--- src/rtl/ptc_dt_pkg.sv ---
// Shared types and constants for the complementary dead-time generator.
// State encoding is one-hot; the *_IDX constants name the bit of each state.
package ptc_dt_pkg;

   localparam int DT_W_DEF = 8;

   localparam int ST_N           = 6;
   localparam int ST_IDLE_IDX    = 0;
   localparam int ST_LO_IDX      = 1;
   localparam int ST_DT_RISE_IDX = 2;
   localparam int ST_HI_IDX      = 3;
   localparam int ST_DT_FALL_IDX = 4;
   localparam int ST_FAULT_IDX   = 5;

   typedef enum logic [ST_N-1:0] {
      ST_IDLE    = 6'b000001,
      ST_LO      = 6'b000010,
      ST_DT_RISE = 6'b000100,
      ST_HI      = 6'b001000,
      ST_DT_FALL = 6'b010000,
      ST_FAULT   = 6'b100000
   } ptc_dt_state_t;

endpackage

--- src/rtl/ptc_sync2.sv ---
// Generic two-flop synchroniser for asynchronous level inputs.
// Both stages clear to 0 on the asynchronous active-low reset.
module ptc_sync2 #(
   parameter int W = 1
) (
   input  logic         clk,
   input  logic         rst_n,
   input  logic [W-1:0] i_d,
   output logic [W-1:0] o_q
);

   logic [W-1:0] r_meta;
   logic [W-1:0] r_sync;

   always_ff @(posedge clk or negedge rst_n) begin
      if (!rst_n) begin
         r_meta <= '0;
         r_sync <= '0;
      end else begin
         r_meta <= i_d;
         r_sync <= r_meta;
      end
   end

   assign o_q = r_sync;

endmodule

--- src/rtl/ptc_deadtime_gen.sv ---
// Complementary high/low gate-drive generator with per-edge dead time and sticky fault.
// Optional PTC_DT_POLARITY_EN adds out_pol[1:0] to set the inactive level of each output.
import ptc_dt_pkg::*;

module ptc_deadtime_gen #(
   parameter int DT_W = DT_W_DEF
) (
   input  logic            clk,
   input  logic            rst_n,
   input  logic            pwm_i,
   input  logic            en,
   input  logic [DT_W-1:0] dt_rise,
   input  logic [DT_W-1:0] dt_fall,
   input  logic            fault_i,
   input  logic            fault_clr,
   output logic            out_hi,
   output logic            out_lo,
   output logic            fault_sts,
   output logic            dt_busy
`ifdef PTC_DT_POLARITY_EN
   ,
   input  logic [1:0]      out_pol
`endif
);

   ptc_dt_state_t   r_state;
   ptc_dt_state_t   w_state_next;
   logic [DT_W-1:0] r_cnt;
   logic [DT_W-1:0] w_cnt_next;
   logic            r_pwm_q;
   logic            w_fault_s;
   logic            w_hi_dec;
   logic            w_lo_dec;

   ptc_sync2 #(.W(1)) u_fault_sync (
      .clk   (clk),
      .rst_n (rst_n),
      .i_d   (fault_i),
      .o_q   (w_fault_s)
   );

   always_ff @(posedge clk or negedge rst_n) begin
      if (!rst_n) begin
         r_state <= ST_IDLE;
         r_cnt   <= '0;
         r_pwm_q <= 1'b0;
      end else begin
         r_state <= w_state_next;
         r_cnt   <= w_cnt_next;
         r_pwm_q <= pwm_i;
      end
   end

   // The counter is loaded only on entry to a dead-time state and never decrements past 0.
   always_comb begin
      w_state_next = r_state;
      w_cnt_next   = r_cnt;
      if (w_fault_s) begin
         w_state_next = ST_FAULT;
      end else if (!en && (r_state != ST_FAULT)) begin
         w_state_next = ST_IDLE;
      end else begin
         case (r_state)
            ST_IDLE: begin
               if (en) w_state_next = ST_LO;
            end
            ST_LO: begin
               if (r_pwm_q) begin
                  if (dt_rise == '0) begin
                     w_state_next = ST_HI;
                  end else begin
                     w_state_next = ST_DT_RISE;
                     w_cnt_next   = dt_rise - DT_W'(1);
                  end
               end
            end
            ST_DT_RISE: begin
               if (!r_pwm_q)          w_state_next = ST_LO;
               else if (r_cnt == '0)  w_state_next = ST_HI;
               else                   w_cnt_next   = r_cnt - DT_W'(1);
            end
            ST_HI: begin
               if (!r_pwm_q) begin
                  if (dt_fall == '0) begin
                     w_state_next = ST_LO;
                  end else begin
                     w_state_next = ST_DT_FALL;
                     w_cnt_next   = dt_fall - DT_W'(1);
                  end
               end
            end
            ST_DT_FALL: begin
               if (r_pwm_q)           w_state_next = ST_HI;
               else if (r_cnt == '0)  w_state_next = ST_LO;
               else                   w_cnt_next   = r_cnt - DT_W'(1);
            end
            ST_FAULT: begin
               if (fault_clr) w_state_next = ST_IDLE;
            end
            default: begin
               w_state_next = ST_IDLE;
            end
         endcase
      end
   end

   assign w_hi_dec  = r_state[ST_HI_IDX];
   assign w_lo_dec  = r_state[ST_LO_IDX];
   assign dt_busy   = r_state[ST_DT_RISE_IDX] | r_state[ST_DT_FALL_IDX];
   assign fault_sts = r_state[ST_FAULT_IDX];

`ifdef PTC_DT_POLARITY_EN
   assign out_hi = w_hi_dec ^ out_pol[1];
   assign out_lo = w_lo_dec ^ out_pol[0];
`else
   assign out_hi = w_hi_dec;
   assign out_lo = w_lo_dec;
`endif

endmodule

--- config.mk ---
export PLATFORM = sky130hd
export DESIGN_NAME = ptc_deadtime_gen
export DESIGN_NICKNAME = d
export VERILOG_FILES = /design/src/rtl/ptc_dt_pkg.sv /design/src/rtl/ptc_sync2.sv /design/src/rtl/ptc_deadtime_gen.sv
export SDC_FILE = /design/constraint.sdc
export NUM_CORES = 1
export LEC_CHECK = 0
export ABC_AREA = 0
export CAP_MARGIN = 20
export CORE_ASPECT_RATIO = 1.25
export CORE_MARGIN = 8
export CORE_UTILIZATION = 37
export CTS_CLUSTER_DIAMETER = 150
export DETAILED_ROUTE_END_ITERATION = 10
export DONT_BUFFER_PORTS = 1
export SLEW_MARGIN = 20
export SYNTH_ARGS = -nofsm -noshare
export SYNTH_HDL_FRONTEND = slang
export SYNTH_SLANG_ARGS = --single-unit
--- constraint.sdc ---
create_clock -name clk -period 3.14 [get_ports clk]
set_input_delay 0.314 -clock clk [delete_from_list [all_inputs] [get_ports clk]]
set_output_delay 0.314 -clock clk [all_outputs]
set_load 0.01 [all_outputs]
# ---- After elaboration in Yosys (flattened, before gate mapping)
# Index checks and enable logic that the tools add are counted.
dict set report word_totals {
  register_bits 17
}
dict set report classes {
  add_sub_neg 3
  n_eq_ne 19
  muxes 21
  bitwise 3
  reduce_logical 8
}
# operator count
set ops {}
lappend ops {{6-bit 2-to-1 mux} 10}
lappend ops {{8-bit 2-to-1 mux} 7}
lappend ops {{6-bit one-hot mux with 6 select lines} 1}
lappend ops {{8-bit one-hot mux with 4 select lines} 1}
lappend ops {{8-bit zero test} 3}
lappend ops {{8-bit by 1-bit subtractor with 8-bit output (second input constant)} 3}
lappend ops {{4-bit by 3-bit inequality test with 1-bit output (second input constant)} 4}
lappend ops {{2-bit inequality test (second input constant)} 6}
lappend ops {{5-bit by 4-bit inequality test with 1-bit output (second input constant)} 2}
lappend ops {{9-bit AND reduction} 1}
lappend ops {{6-bit by 1-bit equality test with 1-bit output (second input constant)} 1}
lappend ops {{6-bit by 2-bit equality test with 1-bit output (second input constant)} 1}
lappend ops {{6-bit by 3-bit equality test with 1-bit output (second input constant)} 1}
lappend ops {{6-bit by 4-bit equality test with 1-bit output (second input constant)} 1}
lappend ops {{6-bit by 5-bit equality test with 1-bit output (second input constant)} 1}
lappend ops {{6-bit equality test (second input constant)} 1}
lappend ops {{6-bit inequality test (second input constant)} 1}
lappend ops {{6-bit AND reduction} 1}
lappend ops {{5-bit 2-to-1 mux} 1}
lappend ops {{4-bit 2-to-1 mux} 1}
lappend ops {{4-bit nonzero test} 1}
lappend ops {{1-bit inverter} 2}
lappend ops {{1-bit logical AND} 1}
lappend ops {{1-bit zero test} 1}
lappend ops {{1-bit bitwise OR} 1}

# ---- Depth between registers and ports, before layout
dict set report depth {
  ltp_word 6
  ltp_mapped 12
  mapped_depth_nobuf 9
}

# ---- Hierarchy
# From an unflattened synthesis, not the netlist that was laid out.
dict set report hier_totals {
  cells_unflattened 170
  area_unflattened_um2 1376.3
}
# mod n_inst cells_each area_each_um2 seq_area_each_um2
set modules_own_cells {}
lappend modules_own_cells {ptc_deadtime_gen 1 168 1326.3 376.6}
lappend modules_own_cells {ptc_sync2 1 2 50.0 50.0}

# ---- Worst setup path after synthesis
# No wires, ideal clock.
dict set report synth_timing {
  kind {register to register}
  from {reg r_state[1]}
  to {reg r_cnt[6]}
  t_arrival_ns 2.337
  path_slack_ns 0.679
  stages_incl_launch_ff 12
  path_buffers 3
  synth_period_minus_slack_ns 2.461
  cell_sequence {dfrtp_1 buf_6 or4_4 buf_6 or2_1 buf_6 a31oi_1 inv_1 ha_1 inv_1 nor4bb_1 a211o_1}
}
dict set report synth_via {
  elab_chain_len 4
}
# item line_no
set synth_rtl {}
lappend synth_rtl {{from (decl)} ptc_deadtime_gen.sv:26} ;# ptc_dt_state_t r_state;
lappend synth_rtl {{from (signal assigned)} ptc_deadtime_gen.sv:48} ;# r_state <= w_state_next;
lappend synth_rtl {{branches (longest 4 deep; another with 9-bit AND reduction)} n/a}
lappend synth_rtl {{to (signal assigned)} ptc_deadtime_gen.sv:49} ;# r_cnt <= w_cnt_next;
lappend synth_rtl {{to (decl)} ptc_deadtime_gen.sv:28} ;# logic [DT_W-1:0] r_cnt;
# Parallel ways; which one is timed is not known.
# A chain may end at the register's enable or synchronous reset.

# ---- Final worst setup path
dict set report layout_timing {
  from {reg r_state[1]}
  to {reg r_state[2]}
}
dict set report layout_via {
  elab_chain_len 4
}
# item line_no
set layout_rtl {}
lappend layout_rtl {{6-bit inequality test (tied with other cells)} ptc_deadtime_gen.sv:60} ;# end else if (!en && (r_state != ST_FAULT)) begin
lappend layout_rtl {{1-bit logical AND or 6-bit one-hot mux with 6 select lines (tied branches)} {ptc_deadtime_gen.sv:60, ptc_deadtime_gen.sv:63}}
lappend layout_rtl {{5-bit by 4-bit inequality test with 1-bit output (no line) (tied with other cells)} n/a}
lappend layout_rtl {{6-bit AND reduction (no line) or 6-bit 2-to-1 mux (tied branches)} n/a}
# Several ways; a longest one is shown, not always the timed one.

==> impl_metrics.csv <==
group,metric,value,unit
worst_setup_path,worst_setup_path_end_kind,"flip-flop",
die,num_rows,25,
die,fp.dieArea,6000,um^2
placement,dpl.hpwl,2.97,mm
grt,grt.total_usage,12.6,%
timing,rsz0062_at_grt,"no",
clock_network,cts.clk_slew.worst_paths,70,ps
yosys,seq_area_frac_synth,30.6,%
timing,post-route-min-period,2690,ps
worst_setup_path,cp_top_family,"simple AND/OR/NAND/NOR gates",
worst_setup_path,crit_buf_inv,0,
yosys,syn_inst,158,
timing,holdWs,83.8,ps
placement,gp_congestion,0.967,
die,start_util,37.8,%
clock_network,clockBufferDepth,2,
worst_setup_path,max_stage_delay,710,ps
power_and_ir_drop,vdd_drop_max,148,uV
timing,setup_tns,0,ps
status,outcome,"finished clean",
timing,relSlewSlack,47.0,%
grt,grt_pass1_wl,5.95,mm
detailed_routing,wl,3.70,mm
final_layout,drive_gt1_share,15.6,%
detailed_routing,drc,0,
worst_setup_path,crit_slowest_cell,"or4_1",
grt,grt_overflow,0,
worst_setup_path,crit_fanout,11,
grt,grt_max_degree,19,
detailed_routing,vias,1232,
final_layout,antennaDiodeCount,0,
timing,min_period_over_period,85.6,%
clock_network,numCtsBuffers,3,
timing,fin_skew,1.32,ps
detailed_routing,wire_per_inst,19.1,um
worst_setup_path,criticalPathCategory,"reg2reg",
timing,slew_viol_final,0,
power_and_ir_drop,power.density,385,nW/um^2
timing,fmax,372,MHz
yosys,syn_area_per_cell,8.82,um^2
clock_network,htree_num_levels,1,
yosys,synth_flop_cell,"dfrtp_1",
min_path,hp-class,"in2reg",
timing,hold_viol,0,
worst_setup_path,r2r_slack,450,ps
final_layout,seqCellArea,427,um^2
power_and_ir_drop,power.total,542,uW
grt,grt_pass1_vias,1207,
final_layout,fin_nets,178,
yosys,synth_cell_types,52,
timing,setup_viol_count_final,0,
yosys,async_flop_share,100,%
worst_setup_path,cp-start-kind,"flip-flop",
clock_network,clkSinkCount,17,
final_layout,design_area,1410,um^2
clock_network,root_buffer,"clkbuf_8",
clock_network,post-cts-setup-buffers,0,
detailed_routing,ant_nets,0,
detailed_routing,viasPerCell,6.35,
clock_network,clk_latency,250,ps
worst_setup_path,crit_arrival,2830,ps
final_layout,area_delta_synth_final,1.08,%
final_layout,nFillCells,369,
worst_setup_path,cp_data_required_time,3280,ps
final_layout,final_core_util,38.2,%
detailed_routing,firstDrtPassIters,4,
final_layout,mostFrequentLayoutCells,"dfrtp_1, nand2_1, nor3_1",
detailed_routing,drtIter0Drc,90,
timing,worst_pin_slew,792,ps
yosys,ys_ff_latch,17,
final_layout,final_common_cell,"dfrtp_1",
final_layout,multiInputGateArea,855,um^2
grt,antenna_found_initial,0,
yosys,synth_fp_nets,181,
run,drv_cap,0,
power_and_ir_drop,p_leak,0.000523,uW
yosys,syn_area,1390,um^2
clock_network,cts_tree,"built",
die,die_h,84.6,um
placement,io_buffers,0,
die,design.core.area,3690,um^2
clock_network,cts_hold_buffers,1,
placement,postPlaceCellArea,1350,um^2
die,die_w,70.9,um
yosys,synth_warnings,0,
yosys,synth-edff-count,0,
clock_network,post_cts_resized,0,
worst_setup_path,crit_path_cell_trace,"or4_1 -> nor2_1 -> a221oi_1 -> or2_2 -> a31oi_1 -> mux2_2",
die,io_pins,26,
where the power goes:
group / switching, uW / internal, uW
Combinational: 61.2 / 44.3
Clock: 77.7 / 90.1
Sequential: 27.1 / 242
final timing paths:
| check | start | cells past startpoint | to |
|---|---|---|---|
| hold reg to reg | u_fault_sync.r_meta$_DFF_PN0_ | 0 | u_fault_sync.o_q$_DFF_PN0_ |
| setup reg to reg | r_state[1]$_DFFE_PN0P_ | 6 | r_state[2]$_DFFE_PN0P_ |
| min in group asynchronous | rst_n | 1 | r_cnt[4]$_DFFE_PN0P_ |
| hold / removal | pwm_i | 0 | r_pwm_q$_DFF_PN0_ |
| max in group asynchronous | rst_n | 1 | r_state[2]$_DFFE_PN0P_ |
| setup / recovery | r_state[1]$_DFFE_PN0P_ | 6 | r_state[2]$_DFFE_PN0P_ |
cell usage after synthesis, types with 2 or more instances:
cell / n / area, um^2
dfrtp_1: 16 / 400
nor2_1: 10 / 37.5
o31a_1: 2 / 17.5
a31oi_1: 4 / 25.0
o21ai_1: 5 / 25.0
nor3_1: 11 / 55.1
clkbuf_8: 2 / 27.5
a211o_1: 2 / 17.5
inv_1: 4 / 15.0
buf_6: 4 / 45.0
xnor2_1: 3 / 26.3
nand3_1: 7 / 35.0
buf_4: 2 / 15.0
and3_1: 2 / 12.5
nand4b_1: 2 / 17.5
buf_2: 2 / 10.0
mux2_2: 2 / 22.5
nor2b_1: 2 / 12.5
or2_2: 3 / 18.8
a21oi_1: 6 / 30.0
nand2b_1: 3 / 18.8
or4_1: 2 / 15.0
o21ai_0: 9 / 45.0
nand4_1: 3 / 18.8
nand2_1: 12 / 45.0
nor4_1: 6 / 37.5
a211oi_1: 5 / 37.5
a31oi_2: 3 / 37.5
cells by family (layout without fill, tap and decap cells):
logic type                 Yosys count  after routing  share of synthesized area [%]
DFF                                 17             17                           30.6
adders and majority gates            1              1                          0.898
AOI/OAI and AO/OA                   45             45                           24.2
xor gates and xnor gates             4              4                           3.05
and+or+nand+nor                     75             75                           31.5
muxes                                2              2                           1.62
buffers and inverters               14             10                           8.08
worst register-to-register path, stage by stage, from the launching register on:
cell	delay [ps]
dfrtp_1	520
or4_1	710
nor2_1	200
a221oi_1	120
or2_2	340
a31oi_1	290
mux2_2	380
through the flow:
step / std cells / setup WS (ps)
CTS: 194 / 480
detailed placement: 189 / 481
global placement: 189 / 554
finish: 194 / 451
global route: 194 / 256
floorplan: 158 / 679
flip-flops by register name (all words and copies together), names as in the netlist:
signal               cells
u_fault_sync.r_meta      1
r_state                  6
r_cnt                    8
r_pwm_q                  1
u_fault_sync.o_q         1
layer usage:
layer	global-route usage, %	routed length (um)	share of wire [%]
met5	0	0	0
met4	4.55	49	1.3
met1	15.0	1460	40
met3	2.98	342	9.3
met2	21.0	1840	50
area by class of cell:
class,instances,share of cell area (%)
Multi-Input combinational cell,127,60.7
Tap cell,40,3.55
Inverter,4,1.07
Clock buffer,4,3.20
Timing Repair Buffer,2,1.24
Sequential cell,17,30.3
Note: power is estimated with default switching activity, not from simulation.
